--- config.mk ---
export PLATFORM = sky130hd
export DESIGN_NAME = fetch_unit
export DESIGN_NICKNAME = d
export VERILOG_FILES = /design/src/rtl/riscv_pkg.sv /design/src/rtl/fetch_fifo.sv /design/src/rtl/fetch_unit.sv
export SDC_FILE = /design/constraint.sdc
export NUM_CORES = 1
export LEC_CHECK = 0
export BUFFER_PORTS_ARGS = -buffer_cell sky130_fd_sc_hd__buf_2
export CAP_MARGIN = 20
export CORE_MARGIN = 3
export CORE_UTILIZATION = 50
export CTS_BUF_LIST = sky130_fd_sc_hd__clkbuf_8
export CTS_CLUSTER_SIZE = 28
export DETAILED_ROUTE_END_ITERATION = 8
export MAX_ROUTING_LAYER = met4
export PLACE_DENSITY = 0.73
export REMOVE_ABC_BUFFERS = 1
export SYNTH_ARGS = -nofsm -noshare
export SYNTH_HDL_FRONTEND = slang
export SYNTH_HIERARCHICAL = 1
export SYNTH_SLANG_ARGS = --single-unit
--- constraint.sdc ---
create_clock -name clk_i -period 8.5 [get_ports clk_i]
set_clock_uncertainty 0.05 [all_clocks]
set_input_delay 0.425 -clock clk_i [delete_from_list [all_inputs] [get_ports clk_i]]
set_output_delay 0.425 -clock clk_i [all_outputs]
set_load 0.005 [all_outputs]
--- src/rtl/riscv_pkg.sv ---
// Shared fetch-path types: machine width, queue entry layout and fetch modes.
package riscv_pkg;

    localparam int XLEN = 32;

    typedef struct packed {
        logic [XLEN-1:0] pc;
        logic [XLEN-1:0] instr;
    } fetch_entry_t;

    typedef enum logic {
        MODE_RUN   = 1'b0,
        MODE_DRAIN = 1'b1
    } fetch_mode_t;

endpackage

--- src/rtl/fetch_fifo.sv ---
// Prefetch queue: synchronous power-of-two FIFO of fetch entries with flush.
// The head entry is read straight from storage flops and forced to zero when empty.
module fetch_fifo
    import riscv_pkg::*;
#(
    parameter int DEPTH = 4
) (
    input  logic                       clk_i,
    input  logic                       rst_i,
    input  logic                       flush,
    input  logic                       push,
    input  fetch_entry_t               wdata,
    input  logic                       pop,
    output fetch_entry_t               rdata,
    output logic                       full,
    output logic                       empty,
    output logic [$clog2(DEPTH+1)-1:0] count
);

    localparam int AW = $clog2(DEPTH);
    localparam int CW = $clog2(DEPTH+1);

    fetch_entry_t  mem [DEPTH];
    logic [AW-1:0] wr_ptr;
    logic [AW-1:0] rd_ptr;
    logic [CW-1:0] cnt;
    logic          do_push;
    logic          do_pop;

    assign empty   = (cnt == '0);
    assign full    = (cnt == CW'(DEPTH));
    assign count   = cnt;
    assign do_pop  = pop && !empty;
    // A full queue still accepts a push when the head leaves in the same cycle.
    assign do_push = push && !flush && (!full || do_pop);
    assign rdata   = empty ? '0 : mem[rd_ptr];

    always_ff @(posedge clk_i) begin
        if (rst_i || flush) begin
            wr_ptr <= '0;
            rd_ptr <= '0;
            cnt    <= '0;
        end else begin
            if (do_push) wr_ptr <= wr_ptr + 1'b1;
            if (do_pop)  rd_ptr <= rd_ptr + 1'b1;
            cnt <= cnt + CW'(do_push) - CW'(do_pop);
        end
    end

    always_ff @(posedge clk_i) begin
        if (do_push) mem[wr_ptr] <= wdata;
    end

endmodule

--- src/rtl/fetch_unit.sv ---
// Instruction fetch front end: credit-limited imem requests, in-order response
// capture into a prefetch queue, and redirect handling that drops stale responses.
module fetch_unit
    import riscv_pkg::*;
#(
    parameter int              XLEN     = riscv_pkg::XLEN,
    parameter int              DEPTH    = 4,
    parameter logic [XLEN-1:0] RESET_PC = 32'h0000_0000
) (
    input  logic            clk_i,
    input  logic            rst_i,
    input  logic            redirect_valid_i,
    input  logic [XLEN-1:0] redirect_pc_i,
    output logic            req_valid_o,
    input  logic            req_ready_i,
    output logic [XLEN-1:0] req_addr_o,
    input  logic            rsp_valid_i,
    input  logic [XLEN-1:0] rsp_data_i,
    output logic            instr_valid_o,
    output logic [XLEN-1:0] instr_o,
    output logic [XLEN-1:0] pc_o,
    input  logic            instr_ready_i
);

    localparam int CW = $clog2(DEPTH+1);

    logic [XLEN-1:0] fetch_pc_q, fetch_pc_d;
    logic [XLEN-1:0] rsp_pc_q, rsp_pc_d;
    logic [CW-1:0]   outstanding_q, outstanding_d;
    logic [CW-1:0]   drop_q, drop_d;
    fetch_mode_t     mode_q, mode_d;
    logic [CW-1:0]   q_count;
    logic            q_full;
    logic            q_empty;
    logic            req_xfer;
    logic            push;
    logic            pop;
    logic [XLEN-1:0] redirect_pc_al;
    fetch_entry_t    push_entry;
    fetch_entry_t    head;

    // Every response in flight already owns a queue slot, so rsp_valid_i never stalls.
    assign req_valid_o    = !rst_i && !q_full
                            && (({1'b0, q_count} + {1'b0, outstanding_q}) < (CW+1)'(DEPTH));
    assign req_addr_o     = fetch_pc_q;
    assign req_xfer       = req_valid_o && req_ready_i;
    assign redirect_pc_al = redirect_pc_i & ~XLEN'(3);

    assign push             = rsp_valid_i && (mode_q == MODE_RUN) && !redirect_valid_i;
    assign pop              = instr_valid_o && instr_ready_i && !redirect_valid_i;
    assign push_entry.pc    = rsp_pc_q;
    assign push_entry.instr = rsp_data_i;

    assign instr_valid_o = !q_empty;
    assign instr_o       = head.instr;
    assign pc_o          = head.pc;

    always_comb begin
        outstanding_d = outstanding_q + CW'(req_xfer) - CW'(rsp_valid_i);
        fetch_pc_d    = req_xfer ? fetch_pc_q + XLEN'(4) : fetch_pc_q;
        rsp_pc_d      = push ? rsp_pc_q + XLEN'(4) : rsp_pc_q;
        drop_d        = drop_q;
        mode_d        = mode_q;

        if (mode_q == MODE_DRAIN && rsp_valid_i) begin
            drop_d = drop_q - 1'b1;
            if (drop_q == CW'(1)) mode_d = MODE_RUN;
        end

        // Everything still in flight after this cycle belongs to the old stream.
        if (redirect_valid_i) begin
            fetch_pc_d = redirect_pc_al;
            rsp_pc_d   = redirect_pc_al;
            drop_d     = outstanding_d;
            mode_d     = (outstanding_d != '0) ? MODE_DRAIN : MODE_RUN;
        end
    end

    always_ff @(posedge clk_i) begin
        if (rst_i) begin
            fetch_pc_q    <= RESET_PC;
            rsp_pc_q      <= RESET_PC;
            outstanding_q <= '0;
            drop_q        <= '0;
            mode_q        <= MODE_RUN;
        end else begin
            fetch_pc_q    <= fetch_pc_d;
            rsp_pc_q      <= rsp_pc_d;
            outstanding_q <= outstanding_d;
            drop_q        <= drop_d;
            mode_q        <= mode_d;
        end
    end

    fetch_fifo #(
        .DEPTH(DEPTH)
    ) u_fifo (
        .clk_i (clk_i),
        .rst_i (rst_i),
        .flush (redirect_valid_i),
        .push  (push),
        .wdata (push_entry),
        .pop   (pop),
        .rdata (head),
        .full  (q_full),
        .empty (q_empty),
        .count (q_count)
    );

endmodule
==> impl_metrics.json, run 1 <==
{
  "ys_types": 57,
  "first_iter_violations": 590,
  "synthSimpleGateAreaFrac": 0.125,
  "io_pins": 168,
  "first_pass_iters": 7,
  "synthCells": 966,
  "synth-edff-count": 256,
  "synthXorXnorAreaFrac": 0.0123,
  "initial_core_util": 0.509,
  "core_area_um2": 27900,
  "endpoint_kind": "flop",
  "hpwl_um": 17800,
  "ys_ff_latch": 332,
  "finalCritPeriodShare": 0.512,
  "outcome": "finished clean",
  "powerDensity_nw_per_um2": 204,
  "grt_start_max_net_pins": 66,
  "rsz0062_at_grt": "no",
  "holdWs_ns": 0.0395,
  "tritoncts": "built",
  "cts_max_level": 2,
  "critical_path_peak_fanout": 26,
  "ctsResizeCount": 0,
  "grt_overflow": 0,
  "numCtsBuffers": 52,
  "syn2layout_area_growth_pct": 17.5,
  "postPlaceCellArea_um2": 15300,
  "wl_per_cell_um": 18.6,
  "cts.sinks": 332,
  "synthMuxAreaShare": 0.102,
  "synth_top_cell_area_share": 0.540,
  "tns_ns": 0,
  "dpl_worst_slack_ns": 4.18,
  "track_usage": 0.198,
  "wirelength_um": 29500,
  "n_antenna_cell": 0,
  "cap_violations": 0,
  "design_area_um2": 16700,
  "drv_slew": 0,
  "gp_congestion": 0.879,
  "postRouteAntennaNets": 0,
  "nFillCells": 2203,
  "numPortBuffers": 163,
  "synth_area_leaders": "edfxtp_1 (54%), dfxtp_1 (11%), mux4_2 (10%)",
  "cts.root.buffer_cell": "clkbuf_8",
  "hold_viol": 0,
  "synthArstFlopShare": 0,
  "finalWorstSetupSlack_ns": 4.15,
  "worst_pin_slew_ns": 0.974,
  "vdd_drop_max_mv": 0.117,
  "critPathKind": "flop to flop",
  "synthAdderAreaFrac": 0.0142,
  "stdcell_count": 1586,
  "die_area_um2": 30500,
  "period_minus_slack_ns": 4.35,
  "max_stage_delay_ns": 0.85,
  "grt_pass1_wl_um": 47100,
  "fp.dieH_um": 175,
  "clk_pin_slew_ns": 0.06,
  "via_per_inst": 5.61,
  "drive_gt1_frac": 0.267,
  "synth_area_leader_cell": "edfxtp_1",
  "drc": 0,
  "syn_area_per_cell_um2": 14.7,
  "worstSkewPairLatency_ns": 0.56,
  "vias": 8895,
  "crit_required_ns": 8.86,
  "finalNetCount": 1257,
  "setup_viol": 0,
  "synth_top_family_by_area": "simple AND/OR/NAND/NOR gates",
  "hp-class": "input pin to flop",
  "die_x_um": 175,
  "layout_commonest_cell": "edfxtp_1",
  "dp.cells": 1468,
  "postCtsSetupBuffers": 0,
  "hold_buffers": 27,
  "grt_pass1_vias": 8861,
  "critPathArrivalTime_ns": 4.71,
  "slew_headroom": 0.351,
  "synth-compound-area-share": 0.0689,
  "slowest_stage": "and4_1",
  "yosys_warnings": 6,
  "ys_seq_area_frac": 0.647,
  "synth-main-ff-cell": "edfxtp_1",
  "most-common-layout-cells": "edfxtp_1 (256), buf_2 (163), nor2b_1 (76), dfxtp_1 (74), mux4_2 (64)",
  "antenna_found_initial": 0,
  "p_leak_nw": 5.91,
  "synth_area_um2": 14200,
  "cts_buffer_depth": 3,
  "row_count": 61,
  "worstPathCellList": "ha_1 -> nor3_1 -> and4_1 -> inv_1 -> ha_1 -> inv_1 -> ha_1 -> inv_1 -> fa_1 -> xnor2_1 -> nor4b_1 -> a211oi_1",
  "startpoint_type": "flop",
  "fmaxAchievable_mhz": 230
}
-- worst paths after layout --
path | startpoint | endpoint | slack [ns] | cells past startpoint
worst max-delay path | u_fifo/count[2] | mode_q | 4.15 | 12
worst min-delay path | rsp_data_i[0] | u_fifo/mem[0][0] | 0.04 | 1
worst max register to register | u_fifo/count[2] | mode_q | 4.15 | 12
worst min register to register | u_fifo/wr_ptr[0] | u_fifo/wr_ptr[0] | 0.48 | 2
-- sequential cells by signal, indices dropped and copies added (netlist names), named ones only --
| signal | cells |
|---|---|
| u_fifo/rd_ptr | 2 |
| rsp_pc_q | 30 |
| drop_q | 3 |
| u_fifo/wr_ptr | 2 |
| u_fifo/mem | 256 |
| u_fifo/count | 3 |
| mode_q | 1 |
| outstanding_q | 3 |
| req_addr_o | 30 |
-- synthesized netlist by cell type, types with 3 or more instances --
cell and count:
nand4_1 25, nor3_1 20, and4_1 15, o311a_1 6
a21oi_1 27, nand2_1 41, a2111oi_0 3, or2_2 5
nand3_1 22, dfxtp_1 76, a211oi_1 19, a311oi_1 8
or4_1 8, nor4_1 22, clkbuf_1 27, or3_1 7
buf_1 10, a31oi_1 4, nor2_1 32, buf_2 10
edfxtp_1 256, o31a_1 26, nor4b_1 3, ha_1 13
and2_1 6, xor2_1 11, o21bai_1 7, o31ai_1 6
nor2b_1 76, xnor2_1 9, a21boi_0 8, buf_6 8
o21ai_0 10, and3_1 13, mux4_2 64, inv_1 33
-- metal layers --
| metal | GRT usage | part of all wire | vias up |
|---|---|---|---|
| li1 | - | - | 4204 |
| met1 | 0.278 | 0.44 | 4330 |
| met2 | 0.311 | 0.48 | 325 |
| met3 | 0.0332 | 0.064 | 36 |
| met4 | 0.0422 | 0.014 | 0 |
| met5 | - | 0 | - |
-- area by class of cell --
type	instances	area, µm²	share of cell area
Sequential cell	332	9210	0.551
Timing Repair Buffer	202	1200	0.0716
Clock buffer	55	757	0.0453
Tap cell	378	473	0.0283
Clock inverter	35	314	0.0188
Inverter	33	124	0.00741
Multi-Input combinational cell	551	4640	0.277
-- cells by family (layout without fill, tap and decap cells) --
| kind of cell | count (synthesis) | in the layout |
|---|---|---|
| muxes | 65 | 65 |
| xor gates and xnor gates | 20 | 20 |
| DFF | 332 | 332 |
| other | 1 | 10 |
| adders and majority gates | 15 | 15 |
| buffers and inverters | 92 | 325 |
| AOI/OAI and AO/OA | 134 | 134 |
| and+or+nand+nor | 307 | 307 |
-- where the power goes --
| part | switching, W | internal [W] |
|---|---|---|
| clock | 0.000589 | 0.000783 |
| combinational | 0.000107 | 0.0000935 |
| sequential | 0.0000501 | 0.00179 |
| total | 0.000746 | 0.00267 |
-- through the flow --
step,utilization,power [W]
floorplan,-,0.00197
global placement,0.549,0.00206
detailed placement,0.549,0.00207
global route,0.598,0.00355
CTS,0.597,0.00345
finish,0.598,0.00341
-- critical path, delay by kind of cell (launching register included) --
kind / cells / cell delay (ns)
AO/OA/AOI/OAI: 1 / 0.09
XOR/XNOR: 1 / 0.24
AND/OR/NAND/NOR: 3 / 1.33
buffers and inverters: 3 / 0.75
flip-flops: 1 / 0.49
adder cells (fa/ha/maj): 4 / 1.27
No activity file was read; power rests on OpenSTA's default activity.
==> run 2, diff against run 1 <==
==> constraint.sdc (replaced) <==
create_clock -name clk_i -period 4.3 [get_ports clk_i]
set_clock_uncertainty 0.05 [all_clocks]
set_input_delay 0.215 -clock clk_i [delete_from_list [all_inputs] [get_ports clk_i]]
set_output_delay 0.215 -clock clk_i [all_outputs]
set_load 0.005 [all_outputs]
==> run 2 against run 1 <==
  * Non-clock buffer count rose by 33
  * Via count rose by 1.9%
  * Hold slack improved by 0.0011 ns
==> impl_metrics.json, run 2 (same netlist as run 1, synthesis figures left out) <==
{
  "first_iter_violations": 581,
  "stdcell_count": 1626,
  "swShare": 0.225,
  "numCtsBuffers": 52,
  "p_seq_frac": 0.544,
  "startpoint_type": "flop",
  "power.switching_w": 0.00151,
  "seq_area_um2": 9210,
  "grt_pass1_wl_um": 47800,
  "gp_congestion": 0.898,
  "endpoint_kind": "flop",
  "grt_start_max_net_pins": 65,
  "design_area_um2": 17000,
  "largest_reg_flops": 256,
  "multi_input_area_um2": 4640,
  "cts.root.buffer_cell": "clkbuf_8",
  "vias": 9066,
  "slew_headroom": 0.415,
  "vdd_drop_max_mv": 0.285,
  "hold_viol": 0,
  "critPathArrivalTime_ns": 3.49,
  "tns_ns": 0,
  "critical_path_peak_fanout": 26,
  "die_x_um": 175,
  "most-common-layout-cells": "edfxtp_1 (256), buf_2 (163), nor2b_1 (76), dfxtp_1 (74), mux4_2 (64)",
  "initial_core_util": 0.509,
  "layout_commonest_cell": "edfxtp_1",
  "n_antenna_cell": 0,
  "track_usage": 0.202,
  "antenna_found_initial": 0,
  "rsz0062_at_grt": "no",
  "setup_viol": 0,
  "fp.dieH_um": 175,
  "worstPathCellList": "ha_1 -> nor3_1 -> and4_1 -> inv_1 -> buf_4 -> ha_1 -> inv_1 -> ha_1 -> inv_1 -> fa_1 -> xnor2_1 -> nor4b_1 -> a211oi_1",
  "grt_overflow": 0,
  "nFillCells": 2155,
  "cts_max_level": 2,
  "dp.cells": 1472,
  "numPortBuffers": 163,
  "period_minus_slack_ns": 3.13,
  "postRouteAntennaNets": 0,
  "max_stage_delay_ns": 0.47,
  "hpwl_um": 18300,
  "slowest_stage": "dfxtp_1",
  "postPlaceCellArea_um2": 15400,
  "crit_required_ns": 4.66,
  "hp-class": "input pin to flop",
  "cap_violations": 0,
  "drc": 0,
  "powerDensity_nw_per_um2": 392,
  "drv_slew": 0,
  "cp_top_family": "adder cells",
  "cts.sinks": 332,
  "syn2layout_area_growth_pct": 19.8,
  "wirelength_um": 30100,
  "fmaxAchievable_mhz": 319,
  "p_int_w": 0.00518,
  "clk_pin_slew_ns": 0.06,
  "worstSkewPairLatency_ns": 0.55,
  "grt_pass1_vias": 8979,
  "first_pass_iters": 5,
  "wl_per_cell_um": 18.5,
  "core_area_um2": 27900,
  "combPwrFrac": 0.063,
  "p_leak_nw": 6.06,
  "drive_gt1_frac": 0.266,
  "cts_buffer_depth": 3,
  "worst_pin_slew_ns": 0.869,
  "clkPwrFrac": 0.392,
  "cp_num_buf_inv": 4,
  "die_area_um2": 30500,
  "finalCritPeriodShare": 0.729,
  "via_per_inst": 5.58,
  "tritoncts": "built",
  "finalNetCount": 1290,
  "critPathKind": "flop to flop",
  "holdWs_ns": 0.0406,
  "row_count": 61,
  "outcome": "finished clean",
  "top_register": "u_fifo/mem",
  "io_pins": 168
}
run 2: changes by cell type in the layout (fill, tap and decap cells not counted), sizes merged:
cell	delta
dlygate4sd3	+30
clkinv	+7
buf	+3
bufinv	-2
clkinvlp	+2
run 2: repair_timing:
item	4_1_cts	5_1_grt
endpoints found under the hold margin	167	0
hold buffers	57	0
gates resized for setup	0	0
buffers inserted	0	0
run 2: final cells by class:
| type | count | area share |
|---|---|---|
| Clock buffer | 55 | 0.0444 |
| Clock inverter | 42 | 0.0171 |
| Inverter | 33 | 0.00727 |
| Multi-Input combinational cell | 551 | 0.272 |
| Sequential cell | 332 | 0.541 |
| Tap cell | 378 | 0.0277 |
| Timing Repair Buffer | 235 | 0.0909 |
run 2: power groups by stage:
| stage | clock, W | sequential (W) | combinational [W] |
|---|---|---|---|
| final | 0.00262 | 0.00364 | 0.000423 |
| after global routing | 0.00283 | 0.00365 | 0.000473 |
| after CTS | 0.00270 | 0.00364 | 0.000425 |
| after detailed placement | 0 | 0.00370 | 0.000383 |
| after global placement | 0 | 0.00370 | 0.000374 |
| after floorplan | 0 | 0.00368 | 0.000225 |
run 2: worst min-delay path, cell delays in order:
cell      delay, ns
buf_2          0.09
inv_1          0.04
a21oi_1        0.11
nand2_1        0.08
a211oi_1       0.05
run 2: final timing paths:
kind	start	to	slack, ns	depth (start not counted)
hold / removal	redirect_pc_i[29]	rsp_pc_q[29]	0.04	5
setup reg to reg	u_fifo/count[2]	mode_q	1.17	13
hold reg to reg	u_fifo/wr_ptr[0]	u_fifo/wr_ptr[0]	0.47	2
setup / recovery	u_fifo/count[2]	mode_q	1.17	13
run 2: through the flow:
stage                      util  setup slack [ns]  power [W]
after floorplan               -             -2.06    0.00390
after global placement    0.552              1.23    0.00407
after detailed placement  0.552              1.14    0.00409
after CTS                 0.610              1.13    0.00676
after global routing      0.610             0.886    0.00696
final                     0.610              1.17    0.00669
run 2: per-layer routing:
metal | global-route usage | up-vias | routed length, µm
li1 | - | 4274 | -
met1 | 0.281 | 4434 | 13300
met2 | 0.313 | 310 | 14300
met3 | 0.0378 | 48 | 1860
met4 | 0.0505 | 0 | 607
met5 | - | - | 0
==> run 3, diff against run 2 <==
--- a/config.mk
+++ b/config.mk
@@ -5,6 +5,7 @@
 export SDC_FILE = /design/constraint.sdc
 export NUM_CORES = 1
 export LEC_CHECK = 0
+export ABC_AREA = 1
 export BUFFER_PORTS_ARGS = -buffer_cell sky130_fd_sc_hd__buf_2
 export CAP_MARGIN = 20
 export CORE_MARGIN = 3
@@ -13,7 +14,7 @@
 export CTS_CLUSTER_SIZE = 28
 export DETAILED_ROUTE_END_ITERATION = 8
 export MAX_ROUTING_LAYER = met4
-export PLACE_DENSITY = 0.73
+export PLACE_DENSITY = 0.75
 export REMOVE_ABC_BUFFERS = 1
 export SYNTH_ARGS = -nofsm -noshare
 export SYNTH_HDL_FRONTEND = slang
==> constraint.sdc (replaced) <==
create_clock -name clk_i -period 2.8 [get_ports clk_i]
set_clock_uncertainty 0.05 [all_clocks]
set_input_delay 0.14 -clock clk_i [delete_from_list [all_inputs] [get_ports clk_i]]
set_output_delay 0.14 -clock clk_i [all_outputs]
set_load 0.005 [all_outputs]
==> run 3 against run 2 <==
  * First-iteration DRC count is 66% higher
  * Sequential power is 54% higher
  * Synthesized cell count rose by 71%
  * Critical path depth up 1
  * Largest power group unchanged
  * Critical endpoint unchanged
  * Cell count grew 43%
  * Clock power is 43% higher
==> impl_metrics.json, run 3 <==
{
  "grt_start_max_net_pins": 129,
  "finalCritPeriodShare": 0.926,
  "cts.root.buffer_cell": "clkbuf_8",
  "critPathArrivalTime_ns": 3.00,
  "synth_top_cell_area_share": 0.503,
  "setup_viol": 0,
  "cp_top_family": "adder cells",
  "hpwl_um": 22900,
  "postCtsSetupBuffers": 0,
  "die_x_um": 181,
  "io_pins": 168,
  "synthTopCellsByCount": "nor2_1 (377), nand2_1 (267), edfxtp_1 (256)",
  "cap_violations": 0,
  "numCtsBuffers": 54,
  "p_total_w": 0.0101,
  "core_area_um2": 29900,
  "synth-edff-count": 256,
  "wirelength_um": 36900,
  "r2r_slack_ns": 0.21,
  "fmaxAchievable_mhz": 386,
  "wl_per_cell_um": 15.8,
  "most-common-layout-cells": "nor2_1 (372), nand2_1 (267), edfxtp_1 (256), buf_2 (163), o21ai_0 (155)",
  "startpoint_type": "flop",
  "grt_pass1_vias": 11900,
  "endpoint_kind": "flop",
  "row_count": 63,
  "cts_max_level": 2,
  "ys_ff_latch": 332,
  "cts_buffer_depth": 3,
  "grt_overflow": 0,
  "crit_required_ns": 3.21,
  "largest_reg_flops": 256,
  "rsz0062_at_grt": "yes",
  "reg2regPathDepth": 14,
  "fp.dieH_um": 181,
  "synthArstFlopShare": 0,
  "first_pass_iters": 7,
  "die_area_um2": 32700,
  "synth.most_common_cell": "nor2_1",
  "finalNetCount": 1984,
  "powerDensity_nw_per_um2": 556,
  "yosys_warnings": 6,
  "tritoncts": "built",
  "outcome": "finished clean",
  "initial_core_util": 0.512,
  "clk_pin_slew_ns": 0.06,
  "ys_seq_area_frac": 0.603,
  "layout_commonest_cell": "nor2_1",
  "worstPathCellList": "ha_1 -> nor2_1 -> nand2_1 -> nor2_8 -> nand2_4 -> ha_1 -> inv_1 -> ha_1 -> inv_1 -> fa_1 -> xor2_2 -> nand2_1 -> o21ai_0 -> inv_1",
  "syn_area_per_cell_um2": 9.27,
  "numPortBuffers": 163,
  "first_iter_violations": 963,
  "grt_pass1_wl_um": 59200,
  "hold_depth": 4,
  "slew_headroom": 0.426,
  "ys_types": 45,
  "antenna_found_initial": 0,
  "drive_gt1_frac": 0.150,
  "cp_num_buf_inv": 3,
  "synth_area_leaders": "edfxtp_1 (50%), dfxtp_1 (10%), nor2_1 (9.3%)",
  "postRouteAntennaNets": 0,
  "via_per_inst": 5.21,
  "worstSkewPairLatency_ns": 0.58,
  "gp_congestion": 0.890,
  "max_stage_delay_ns": 0.40,
  "synth_area_um2": 15300,
  "drc": 0,
  "startpoint": "outstanding_q[2]",
  "critPathKind": "flop to flop",
  "nFillCells": 2478,
  "r2r-start": "outstanding_q[2]",
  "vias": 12200,
  "worst_pin_slew_ns": 0.861,
  "crit_cells": 14,
  "synth_area_leader_cell": "edfxtp_1",
  "track_usage": 0.228,
  "p_leak_nw": 7.11,
  "hp-class": "input pin to flop",
  "critical_path_peak_fanout": 4,
  "syn2layout_area_growth_pct": 19.0,
  "slowest_stage": "fa_1",
  "finalWorstSetupSlack_ns": 0.208,
  "period_minus_slack_ns": 2.59,
  "top_register": "u_fifo/mem",
  "cts.sinks": 332,
  "n_antenna_cell": 0,
  "dpl_worst_slack_ns": 0.177,
  "synth-main-ff-cell": "edfxtp_1",
  "vdd_drop_max_mv": 0.335,
  "r2r_end": "mode_q",
  "endpoint": "mode_q",
  "hold_viol": 0,
  "holdWs_ns": 0.0418,
  "synthCells": 1648,
  "drv_slew": 0
}
## run 3: worst min-delay path by stage
stage	start	end	slack, ns
detailed placement	rsp_data_i[0]	u_fifo/mem[3][0]	0.31
CTS	req_ready_i	req_addr_o[5]	0.003
global placement	rsp_data_i[4]	u_fifo/mem[0][4]	0.31
finish	req_ready_i	req_addr_o[5]	0.04
floorplan	rst_i	outstanding_q[1]	0.16
global route	req_ready_i	req_addr_o[8]	0.05
## run 3: stage by stage
stage | std cells | util | instance area, µm² | setup TNS, ns
finish | 2332 | 0.609 | 18200 | 0
floorplan | 1585 | - | 14900 | -677.71
global route | 2332 | 0.609 | 18200 | -0.0126
CTS | 2332 | 0.608 | 18200 | 0
global placement | 2160 | 0.552 | 16500 | 0
detailed placement | 2160 | 0.552 | 16500 | 0
## run 3: kinds of logic after synthesis
group | synth area share
other | 0.000245
AO/OA/AOI/OAI | 0.107
AND/OR/NAND/NOR | 0.206
buffers and inverters | 0.0627
adder cells (fa/ha/maj) | 0.0133
flip-flops | 0.603
XOR/XNOR | 0.00802
## run 3: final cells by class
type / count / area, µm² / share of cell area
clock inverter: 45 / 214 / 0.0118
multi-input combinational: 1120 / 5190 / 0.285
timing repair buffer: 258 / 1820 / 0.100
inverter: 133 / 509 / 0.0280
clock buffer: 54 / 743 / 0.0409
sequential: 332 / 9220 / 0.507
tap: 390 / 488 / 0.0268
## run 3: per-layer routing
layer / part of all wire / GRT usage / up-vias
li1: - / - / 6011
met1: 0.43 / 0.305 / 5615
met3: 0.080 / 0.0350 / 57
met4: 0.020 / 0.0700 / 0
met5: 0 / - / -
met2: 0.47 / 0.364 / 473
## run 3: worst register-to-register path, cell delays in order (launching register included)
cell     delay, ns
dfxtp_1       0.32
ha_1          0.29
nor2_1        0.10
nand2_1       0.13
nor2_8        0.16
nand2_4       0.05
ha_1          0.26
inv_1         0.06
ha_1          0.12
inv_1         0.04
fa_1          0.40
xor2_2        0.20
nand2_1       0.08
o21ai_0       0.15
inv_1         0.05
## run 3: power by group
group / internal, W / total, W / switching, W
sequential: 0.00544 / 0.00560 / 0.000156
clock: 0.00189 / 0.00374 / 0.00185
combinational: 0.000327 / 0.000781 / 0.000454
## run 3: what timing repair did
action                                 in CTS  in global routing
resized for setup                           0                  4
setup endpoints to repair                   0                  4
endpoints found under the hold margin     195                  0
hold buffers                               73                  0
